## config.mk

```make
export PLATFORM = sky130hd
export DESIGN_NAME = axis_elastic_buffer
export DESIGN_NICKNAME = d
export VERILOG_FILES = /design/src/rtl/axis_elastic_buffer.sv
export SDC_FILE = /design/constraint.sdc
export NUM_CORES = 1
export LEC_CHECK = 0
export ABC_AREA = 1
export CORE_ASPECT_RATIO = 1.5
export CORE_MARGIN = 10
export CORE_UTILIZATION = 48
export DETAILED_ROUTE_END_ITERATION = 10
export PLACE_DENSITY = 0.87
export SYNTH_ARGS = -nofsm -noshare
export SYNTH_HDL_FRONTEND = slang
export SYNTH_SLANG_ARGS = --single-unit
```

## constraint.sdc

```tcl
create_clock -name clk -period 2.3 [get_ports clk]
set_clock_uncertainty 0.05 [all_clocks]
set_input_delay 0.345 -clock clk [delete_from_list [all_inputs] [get_ports clk]]
set_output_delay 0.345 -clock clk [all_outputs]
set_load 0.1 [all_outputs]
```

## src/rtl/axis_elastic_buffer.sv

```systemverilog
// AXI-Stream elastic buffer: DEPTH-entry circular store with registered tready/tvalid,
// optional tlast/tkeep/tuser sideband and fill-level / almost-full status.
module axis_elastic_buffer #(
  parameter int unsigned DATA_WIDTH   = 8,
  parameter int unsigned DEPTH        = 2,
  parameter int unsigned TLAST_ENABLE = 1,
  parameter int unsigned KEEP_ENABLE  = 0,
  parameter int unsigned USER_WIDTH   = 1,
  parameter int unsigned USER_ENABLE  = 0,
  parameter int unsigned ALMOST_FULL  = DEPTH - 1
) (
  input  logic                         clk,
  input  logic                         rst,
  input  logic                         s_axis_tvalid,
  output logic                         s_axis_tready,
  input  logic [DATA_WIDTH-1:0]        s_axis_tdata,
  input  logic [DATA_WIDTH/8-1:0]      s_axis_tkeep,
  input  logic                         s_axis_tlast,
  input  logic [USER_WIDTH-1:0]        s_axis_tuser,
  output logic                         m_axis_tvalid,
  input  logic                         m_axis_tready,
  output logic [DATA_WIDTH-1:0]        m_axis_tdata,
  output logic [DATA_WIDTH/8-1:0]      m_axis_tkeep,
  output logic                         m_axis_tlast,
  output logic [USER_WIDTH-1:0]        m_axis_tuser,
  output logic [$clog2(DEPTH+1)-1:0]   level,
  output logic                         almost_full
);

  localparam int unsigned KEEP_W = DATA_WIDTH / 8;
  localparam int unsigned PTR_W  = $clog2(DEPTH);
  localparam int unsigned LVL_W  = $clog2(DEPTH + 1);

  // Elaboration-time parameter sanity checks
  if (DEPTH < 2) begin : g_bad_depth
    $error("axis_elastic_buffer: DEPTH must be >= 2");
  end
  if (ALMOST_FULL < 1 || ALMOST_FULL > DEPTH) begin : g_bad_af
    $error("axis_elastic_buffer: ALMOST_FULL must be in 1..DEPTH");
  end
  if (USER_WIDTH < 1) begin : g_bad_user
    $error("axis_elastic_buffer: USER_WIDTH must be >= 1");
  end
  if (KEEP_ENABLE != 0 && (DATA_WIDTH % 8) != 0) begin : g_bad_keep
    $error("axis_elastic_buffer: DATA_WIDTH must be a multiple of 8 with KEEP_ENABLE");
  end

  logic [PTR_W-1:0] wr_ptr_q;
  logic [PTR_W-1:0] wr_ptr_d;
  logic [PTR_W-1:0] rd_ptr_q;
  logic [PTR_W-1:0] rd_ptr_d;
  logic [LVL_W-1:0] level_q;
  logic [LVL_W-1:0] level_d;
  logic             tready_q;
  logic             tvalid_q;
  logic             almost_full_q;
  logic             push;
  logic             pop;

  // Handshakes, wrapping pointer advance and next fill level
  always_comb begin
    push     = s_axis_tvalid & tready_q;
    pop      = tvalid_q & m_axis_tready;
    wr_ptr_d = wr_ptr_q;
    rd_ptr_d = rd_ptr_q;
    if (push) begin
      wr_ptr_d = (wr_ptr_q == PTR_W'(DEPTH - 1)) ? '0 : wr_ptr_q + PTR_W'(1);
    end
    if (pop) begin
      rd_ptr_d = (rd_ptr_q == PTR_W'(DEPTH - 1)) ? '0 : rd_ptr_q + PTR_W'(1);
    end
    level_d = level_q + LVL_W'(push) - LVL_W'(pop);
  end

  // Control state; ready/valid are derived from the next level so neither
  // depends combinationally on the opposite side of the handshake.
  always_ff @(posedge clk) begin
    if (rst) begin
      wr_ptr_q      <= '0;
      rd_ptr_q      <= '0;
      level_q       <= '0;
      tready_q      <= 1'b0;
      tvalid_q      <= 1'b0;
      almost_full_q <= 1'b0;
    end else begin
      wr_ptr_q      <= wr_ptr_d;
      rd_ptr_q      <= rd_ptr_d;
      level_q       <= level_d;
      tready_q      <= (level_d != LVL_W'(DEPTH));
      tvalid_q      <= (level_d != '0);
      almost_full_q <= (level_d >= LVL_W'(ALMOST_FULL));
    end
  end

  assign s_axis_tready = tready_q;
  assign m_axis_tvalid = tvalid_q;
  assign level         = level_q;
  assign almost_full   = almost_full_q;

  // Payload storage; entries need no reset since tvalid gates their use
  logic [DATA_WIDTH-1:0] data_mem [DEPTH];

  always_ff @(posedge clk) begin
    if (push && !rst) begin
      data_mem[wr_ptr_q] <= s_axis_tdata;
    end
  end

  assign m_axis_tdata = data_mem[rd_ptr_q];

  if (TLAST_ENABLE != 0) begin : g_last
    logic last_mem [DEPTH];
    always_ff @(posedge clk) begin
      if (push && !rst) begin
        last_mem[wr_ptr_q] <= s_axis_tlast;
      end
    end
    assign m_axis_tlast = last_mem[rd_ptr_q];
  end else begin : g_no_last
    logic unused_last;
    assign unused_last  = s_axis_tlast;
    assign m_axis_tlast = 1'b0;
  end

  if (KEEP_ENABLE != 0) begin : g_keep
    logic [KEEP_W-1:0] keep_mem [DEPTH];
    always_ff @(posedge clk) begin
      if (push && !rst) begin
        keep_mem[wr_ptr_q] <= s_axis_tkeep;
      end
    end
    assign m_axis_tkeep = keep_mem[rd_ptr_q];
  end else begin : g_no_keep
    logic unused_keep;
    assign unused_keep  = ^s_axis_tkeep;
    assign m_axis_tkeep = '1;
  end

  if (USER_ENABLE != 0) begin : g_user
    logic [USER_WIDTH-1:0] user_mem [DEPTH];
    always_ff @(posedge clk) begin
      if (push && !rst) begin
        user_mem[wr_ptr_q] <= s_axis_tuser;
      end
    end
    assign m_axis_tuser = user_mem[rd_ptr_q];
  end else begin : g_no_user
    logic unused_user;
    assign unused_user  = ^s_axis_tuser;
    assign m_axis_tuser = '0;
  end

endmodule

```

==> results of run 1 <==
sequential cells by signal (all words and copies together) (netlist names), named ones only:
signal           count
data_mem            16
g_last.last_mem      2
level                2
m_axis_tvalid        1
rd_ptr_q             1
s_axis_tready        1
wr_ptr_q             1
worst reg2reg max path, delay by kind of cell, from the launching register on:
family | cells | cell delay [ps]
adders and majority gates | 1 | 210
buffers and inverters | 2 | 130
DFF | 1 | 410
and+or+nand+nor | 8 | 550
stage by stage:
step                util (%)  hold WS (ps)  area [um^2]  total power [W]
finish                  69.0           448         1400          0.00178
global route            69.0           478         1400          0.00185
CTS                     69.0           452         1400          0.00179
detailed placement      67.5           432         1370          0.00160
global placement        67.5           402         1370          0.00158
floorplan                  -           364         1020          0.00134
cell usage in the layout (no fill, tap or decap):
| cell type | count |
|---|---|
| edfxtp_1 | 18 |
| nand2_1 | 16 |
| clkdlybuf4s50_1 | 12 |
| mux2_4 | 9 |
| buf_12 | 9 |
| dfxtp_1 | 7 |
| buf_4 | 7 |
| inv_1 | 5 |
| nand2_2 | 3 |
| nor2_1 | 3 |
| clkbuf_4 | 3 |
| nand3_1 | 2 |
| inv_2 | 2 |
| conb_1 | 2 |
| nor3_1 | 1 |
| a21oi_1 | 1 |
| xor2_1 | 1 |
| nor2_2 | 1 |
| ha_1 | 1 |
| clkinvlp_4 | 1 |
final cells by class:
cell class | instances | area share, %
Timing Repair Buffer | 28 | 25.2
Multi-Input combinational cell | 40 | 20.1
Tap cell | 22 | 1.97
Sequential cell | 25 | 48.7
Clock inverter | 1 | 0.537
Clock buffer | 3 | 1.61
Inverter | 7 | 1.88
how the worst max path moves through the flow:
stage	from	endpoint	slack (ps)	cells after the start
6_report	flop	m_axis_tdata[6]	340	2
2_1_floorplan	s_axis_tready	data_mem[1][0]	50	2
3_3_place_gp	s_axis_tvalid	s_axis_tready	490	11
5_1_grt	flop	m_axis_tdata[6]	270	2
4_1_cts	flop	m_axis_tdata[6]	310	2
3_5_place_dp	s_axis_tvalid	m_axis_tvalid	410	13
power groups by stage:
| stage | logic, W | clock network (W) | registers [W] |
|---|---|---|---|
| floorplan | 0.000525 | 0 | 0.000817 |
| global placement | 0.000965 | 0 | 0.000613 |
| detailed placement | 0.000980 | 0 | 0.000621 |
| CTS | 0.000982 | 0.000201 | 0.000610 |
| global route | 0.00102 | 0.000215 | 0.000615 |
| finish | 0.000972 | 0.000196 | 0.000608 |
kinds of logic after synthesis:
| logic type | Yosys count | synth area share (%) |
|---|---|---|
| flops | 25 | 66.7 |
| mux | 9 | 13.2 |
| xor+xnor | 1 | 0.858 |
| fa+ha+maj | 1 | 1.23 |
| other cells | 2 | 0.736 |
| compound gates | 1 | 0.490 |
| buf+inv | 11 | 5.88 |
| simple gates | 26 | 10.9 |
layer usage:
layer | vias to the layer above | track usage (%) | share of wire, %
met1 | 292 | 8.03 | 38
li1 | 303 | - | -
met2 | 22 | 14.2 | 51
met3 | 5 | 3.67 | 8.8
met5 | - | 0 | 0
met4 | 0 | 4.95 | 2.4
==> impl_metrics.csv, run 1 <==
group,metric,value,unit
yosys,synth_area,1020,um^2
yosys,ys_top_cells_by_count,"edfxtp_1, nand2_1, mux2_4",
route,wl,1810,um
placed_design,dp_hpwl,1480,um
setup_path,timing_worst_setup_path_type,"flop to output port",
setup_path,r2r_cells,11,
setup_path,reg2reg_to,"level[1]",
power,switching_share,48.7,%
sta,fmax,511,MHz
die,dieArea,4410,um^2
placed_design,place_ws,415,ps
placed_design,gp_congestion,0.631,
die,die_w,57.7,um
setup_path,cp_cell_sequence,"mux2_4 > buf_12",
final_layout,fin_cells,126,
clock_network,post_cts_buffers,0,
yosys,synthMostInstantiatedCell,"edfxtp_1",
sta,rsz0062_at_grt,"false",
final_layout,ff_latch_area,681,um^2
power,internal_power,0.000912,W
die,coreArea,2030,um^2
route,ant_nets,0,
setup_path,crit_fanout,9,
final_layout,syn2layout_area_growth,36.9,%
placed_design,portBuffers,26,
run,cap_violations,0,
final_layout,drive_gt1_share,33.7,%
die,io_pins,31,
setup_path,rr_startpoint,"m_axis_tvalid",
route,dr_total_vias,622,
yosys,synth_cells,76,
final_layout,fillerInstances,137,
setup_path,start_kind,"flop",
sta,worst_slew_pin_slew,546,ps
clock_network,clockBufferDepth,2,
yosys,yosysSeqAreaShare,66.7,%
route,via_per_inst,4.94,
sta,setup_violations,0,
yosys,synth_top_area_share,52.9,%
worst_hold_path,min_from,"wr_ptr_q",
yosys,syn-num-nets,92,
route,drc_errors,0,
final_layout,nets,121,
placed_design,dp_cells,122,
power,ir_drop,1.01,mV
setup_path,slowest_stage,"dfxtp_1",
yosys,synth_area_per_cell,13.4,um^2
power,p_comb_share,54.8,%
yosys,ys_ff_latch,25,
yosys,synthFlopType,"edfxtp_1",
global_route,grtUsageTotal,8.43,%
global_route,grt-ovfl-total,0,
setup_path,rrSetupSlack,900,ps
clock_network,clk_latency,330,ps
global_route,grt_pass1_wl,3020,um
route,firstDrtPassIters,3,
global_route,first_global_vias,674,
worst_hold_path,min_to,"wr_ptr_q",
yosys,synthArstFlopShare,0,%
global_route,antenna_found_initial,0,
die,row_count,20,
clock_network,cts_resized,0,
setup_path,worstPathArrival,1560,ps
final_layout,multi_input_area,280,um^2
sta,drv_slew,0,
die,start_util,50.4,%
yosys,synth.area.top_cells,"edfxtp_1, dfxtp_1, mux2_4",
sta,finalHoldViolCount,0,
setup_path,endpoint_kind,"output port",
clock_network,cts_hold_buf,0,
global_route,grt_start_max_net_pins,16,
route,drtIter0Drc,12,
sta,layout_setup_ws,345,ps
setup_path,required,1900,ps
setup_path,cpPeakStageDelay,690,ps
clock_network,numCtsBuffers,3,
sta,min_period_over_period,85.0,%
sta,fin_setup_tns,0,ps
sta,period_minus_slack,1960,ps
clock_network,clkSlewWorstSetupHoldPaths,140,ps
die,fp.dieH,76.5,um
clock_network,tritoncts,"built",
yosys,synth_top_area_cell,"edfxtp_1",
setup_path,crit_buf_inv,1,
final_layout,antennaDiodeCount,0,
power,pwr-share-seq,34.2,%
yosys,ys_types,17,
worst_hold_path,timing.hold.worst.class,"flop to flop",
yosys,ys_warn_count,0,
power,p_sw,0.000864,W
clock_network,clock-sinks,25,
clock_network,cts_max_level,1,
setup_path,crit_family,"flip-flops",
power,power_density,1270,nW/um^2
power,p_leak,0.587,nW
power,p_clk_share,11.0,%
status,status,"complete, no violations",
worst_hold_path,min_delay_path_depth,2,
sta,relSlewSlack,63.6,%
yosys,synth_edf_count,18,
clock_network,cts_root_buf,"clkbuf_4",
route,wl_per_cell,14.3,um
Note: power is estimated with default switching activity, not from simulation.
==> inputs of run 2 (changes only) <==
--- a/config.mk
+++ b/config.mk
@@ -11,6 +11,7 @@
 export CORE_UTILIZATION = 48
 export DETAILED_ROUTE_END_ITERATION = 10
 export PLACE_DENSITY = 0.87
+export RECOVER_POWER = 100
 export SYNTH_ARGS = -nofsm -noshare
 export SYNTH_HDL_FRONTEND = slang
 export SYNTH_SLANG_ARGS = --single-unit
==> run 2 against run 1 <==
  * Sequential share of layout area rose by 2.2 points
  * Utilization fell by 3.0 points
  * Routed wire length fell by 1.4%
  * Hold slack better by 0.55 ps
  * Power decreased by 4.5%
  * Fmax up 0.67%
  * Combinational power is 7.2% lower
  * Critical path type unchanged
==> impl_metrics.csv, run 2 (synthesis results as in run 1) <==
group,metric,value,unit
sta,fin_setup_tns,0,ps
route,via_per_inst,4.93,
route,wl,1780,um
route,wl_met2,904,um
route,top_layer_used,"met4",
power,power_density,1270,nW/um^2
clock_network,tritoncts,"built",
clock_network,cts_root_buf,"clkbuf_4",
final_layout,antennaDiodeCount,0,
route,wl_met3,161,um
final_layout,layout_common_cells,"nand2_1, edfxtp_1, dlygate4sd3_1",
die,row_count,20,
route,wl_per_cell,14.1,um
sta,setup_violations,0,
clock_network,cts_resized,0,
clock_network,clockBufferDepth,2,
setup_path,slowest_stage,"clkbuf_1",
die,coreArea,2030,um^2
final_layout,drive_gt1_share,18.3,%
sta,fmax,515,MHz
clock_network,post_cts_buffers,0,
final_layout,fin_cells,126,
setup_path,cpPeakStageDelay,870,ps
status,status,"complete, no violations",
power,p_leak,0.544,nW
final_layout,nets,121,
placed_design,portBuffers,26,
route,dr_total_vias,621,
setup_path,required,1900,ps
sta,layout_setup_ws,358,ps
route,firstDrtPassIters,4,
route,wl_met1,670,um
setup_path,endpoint_kind,"output port",
final_layout,largest_register_ff_count,16,
global_route,first_global_vias,674,
die,io_pins,31,
route,ant_nets,0,
sta,period_minus_slack,1940,ps
route,drc_errors,0,
die,fp.dieH,76.5,um
sta,drv_slew,0,
setup_path,worstPathArrival,1550,ps
clock_network,clock-sinks,25,
sta,min_period_over_period,84.4,%
sta,worst_slew_pin_slew,1170,ps
die,die_w,57.7,um
run,cap_violations,0,
final_layout,syn2layout_area_growth,30.9,%
placed_design,place_ws,415,ps
power,total_power,0.00170,W
global_route,grt_start_max_net_pins,16,
global_route,grt_pass1_wl,3020,um
clock_network,cts_hold_buf,0,
placed_design,dp_hpwl,1480,um
final_layout,fillerInstances,162,
placed_design,dp_cells,122,
setup_path,timing_worst_setup_path_type,"flop to output port",
sta,finalHoldViolCount,0,
die,start_util,50.4,%
clock_network,clk_latency,330,ps
sta,relSlewSlack,22.3,%
setup_path,cp_cell_sequence,"clkbuf_1",
power,ir_drop,0.974,mV
clock_network,cts_max_level,1,
setup_path,crit_fanout,2,
die,dieArea,4410,um^2
global_route,antenna_found_initial,0,
setup_path,start_kind,"flop",
global_route,grt-ovfl-total,0,
placed_design,gp_congestion,0.631,
final_layout,top_register,"data_mem",
clock_network,clkSlewWorstSetupHoldPaths,140,ps
setup_path,crit_buf_inv,1,
sta,rsz0062_at_grt,"false",
route,drtIter0Drc,13,
worst_hold_path,timing.hold.worst.class,"flop to flop",
setup_path,crit_family,"buffers and inverters",
global_route,grtUsageTotal,8.43,%
clock_network,numCtsBuffers,3,
-- run 2: changes by cell type in the layout (fill, tap and decap cells not counted), moves of 2 or more --
cell and change:
mux2_1 +9, nand2_2 -2, nand2_1 +2, mux2_4 -9
dlygate4sd3_1 +12, clkbuf_2 +3, clkbuf_1 +4, buf_4 -7
clkdlybuf4s50_1 -12
-- run 2: final cells by class --
cell class | count | area [um^2] | share of cell area [%]
Sequential cell | 25 | 681 | 50.9
Timing Repair Buffer | 28 | 330 | 24.7
Multi-Input combinational cell | 40 | 241 | 18.1
Tap cell | 22 | 27.5 | 2.06
Inverter | 7 | 26.3 | 1.97
Clock buffer | 3 | 22.5 | 1.69
Clock inverter | 1 | 7.51 | 0.562
-- run 2: path summary, 6_finish.rpt --
path	to	depth (start not counted)	slack (ps)	from
min	wr_ptr_q	2	450	wr_ptr_q
max	s_axis_tready	1	360	s_axis_tready
min reg2reg	wr_ptr_q	2	450	wr_ptr_q
max reg2reg	data_mem[0][0]	5	770	s_axis_tready
-- run 2: stage by stage --
step                      hold WS (ps)  area [um^2]  util [%]
after global placement             402         1370      67.5
final                              448         1340      65.9
after CTS                          452         1400      69.0
after detailed placement           432         1370      67.5
after floorplan                    364         1020         -
after global routing               479         1340      65.9
-- run 2: metal layers --
| metal | vias up | global-route usage [%] |
|---|---|---|
| li1 | 302 | - |
| met1 | 292 | 8.03 |
| met2 | 22 | 14.2 |
| met3 | 5 | 3.67 |
| met4 | 0 | 4.95 |
| met5 | - | 0 |
-- run 2: power breakdown --
part           switching (W)  total [W]  internal [W]
clock               0.000129   0.000196     0.0000666
sequential         0.0000450   0.000598      0.000553
combinational       0.000678   0.000902      0.000224
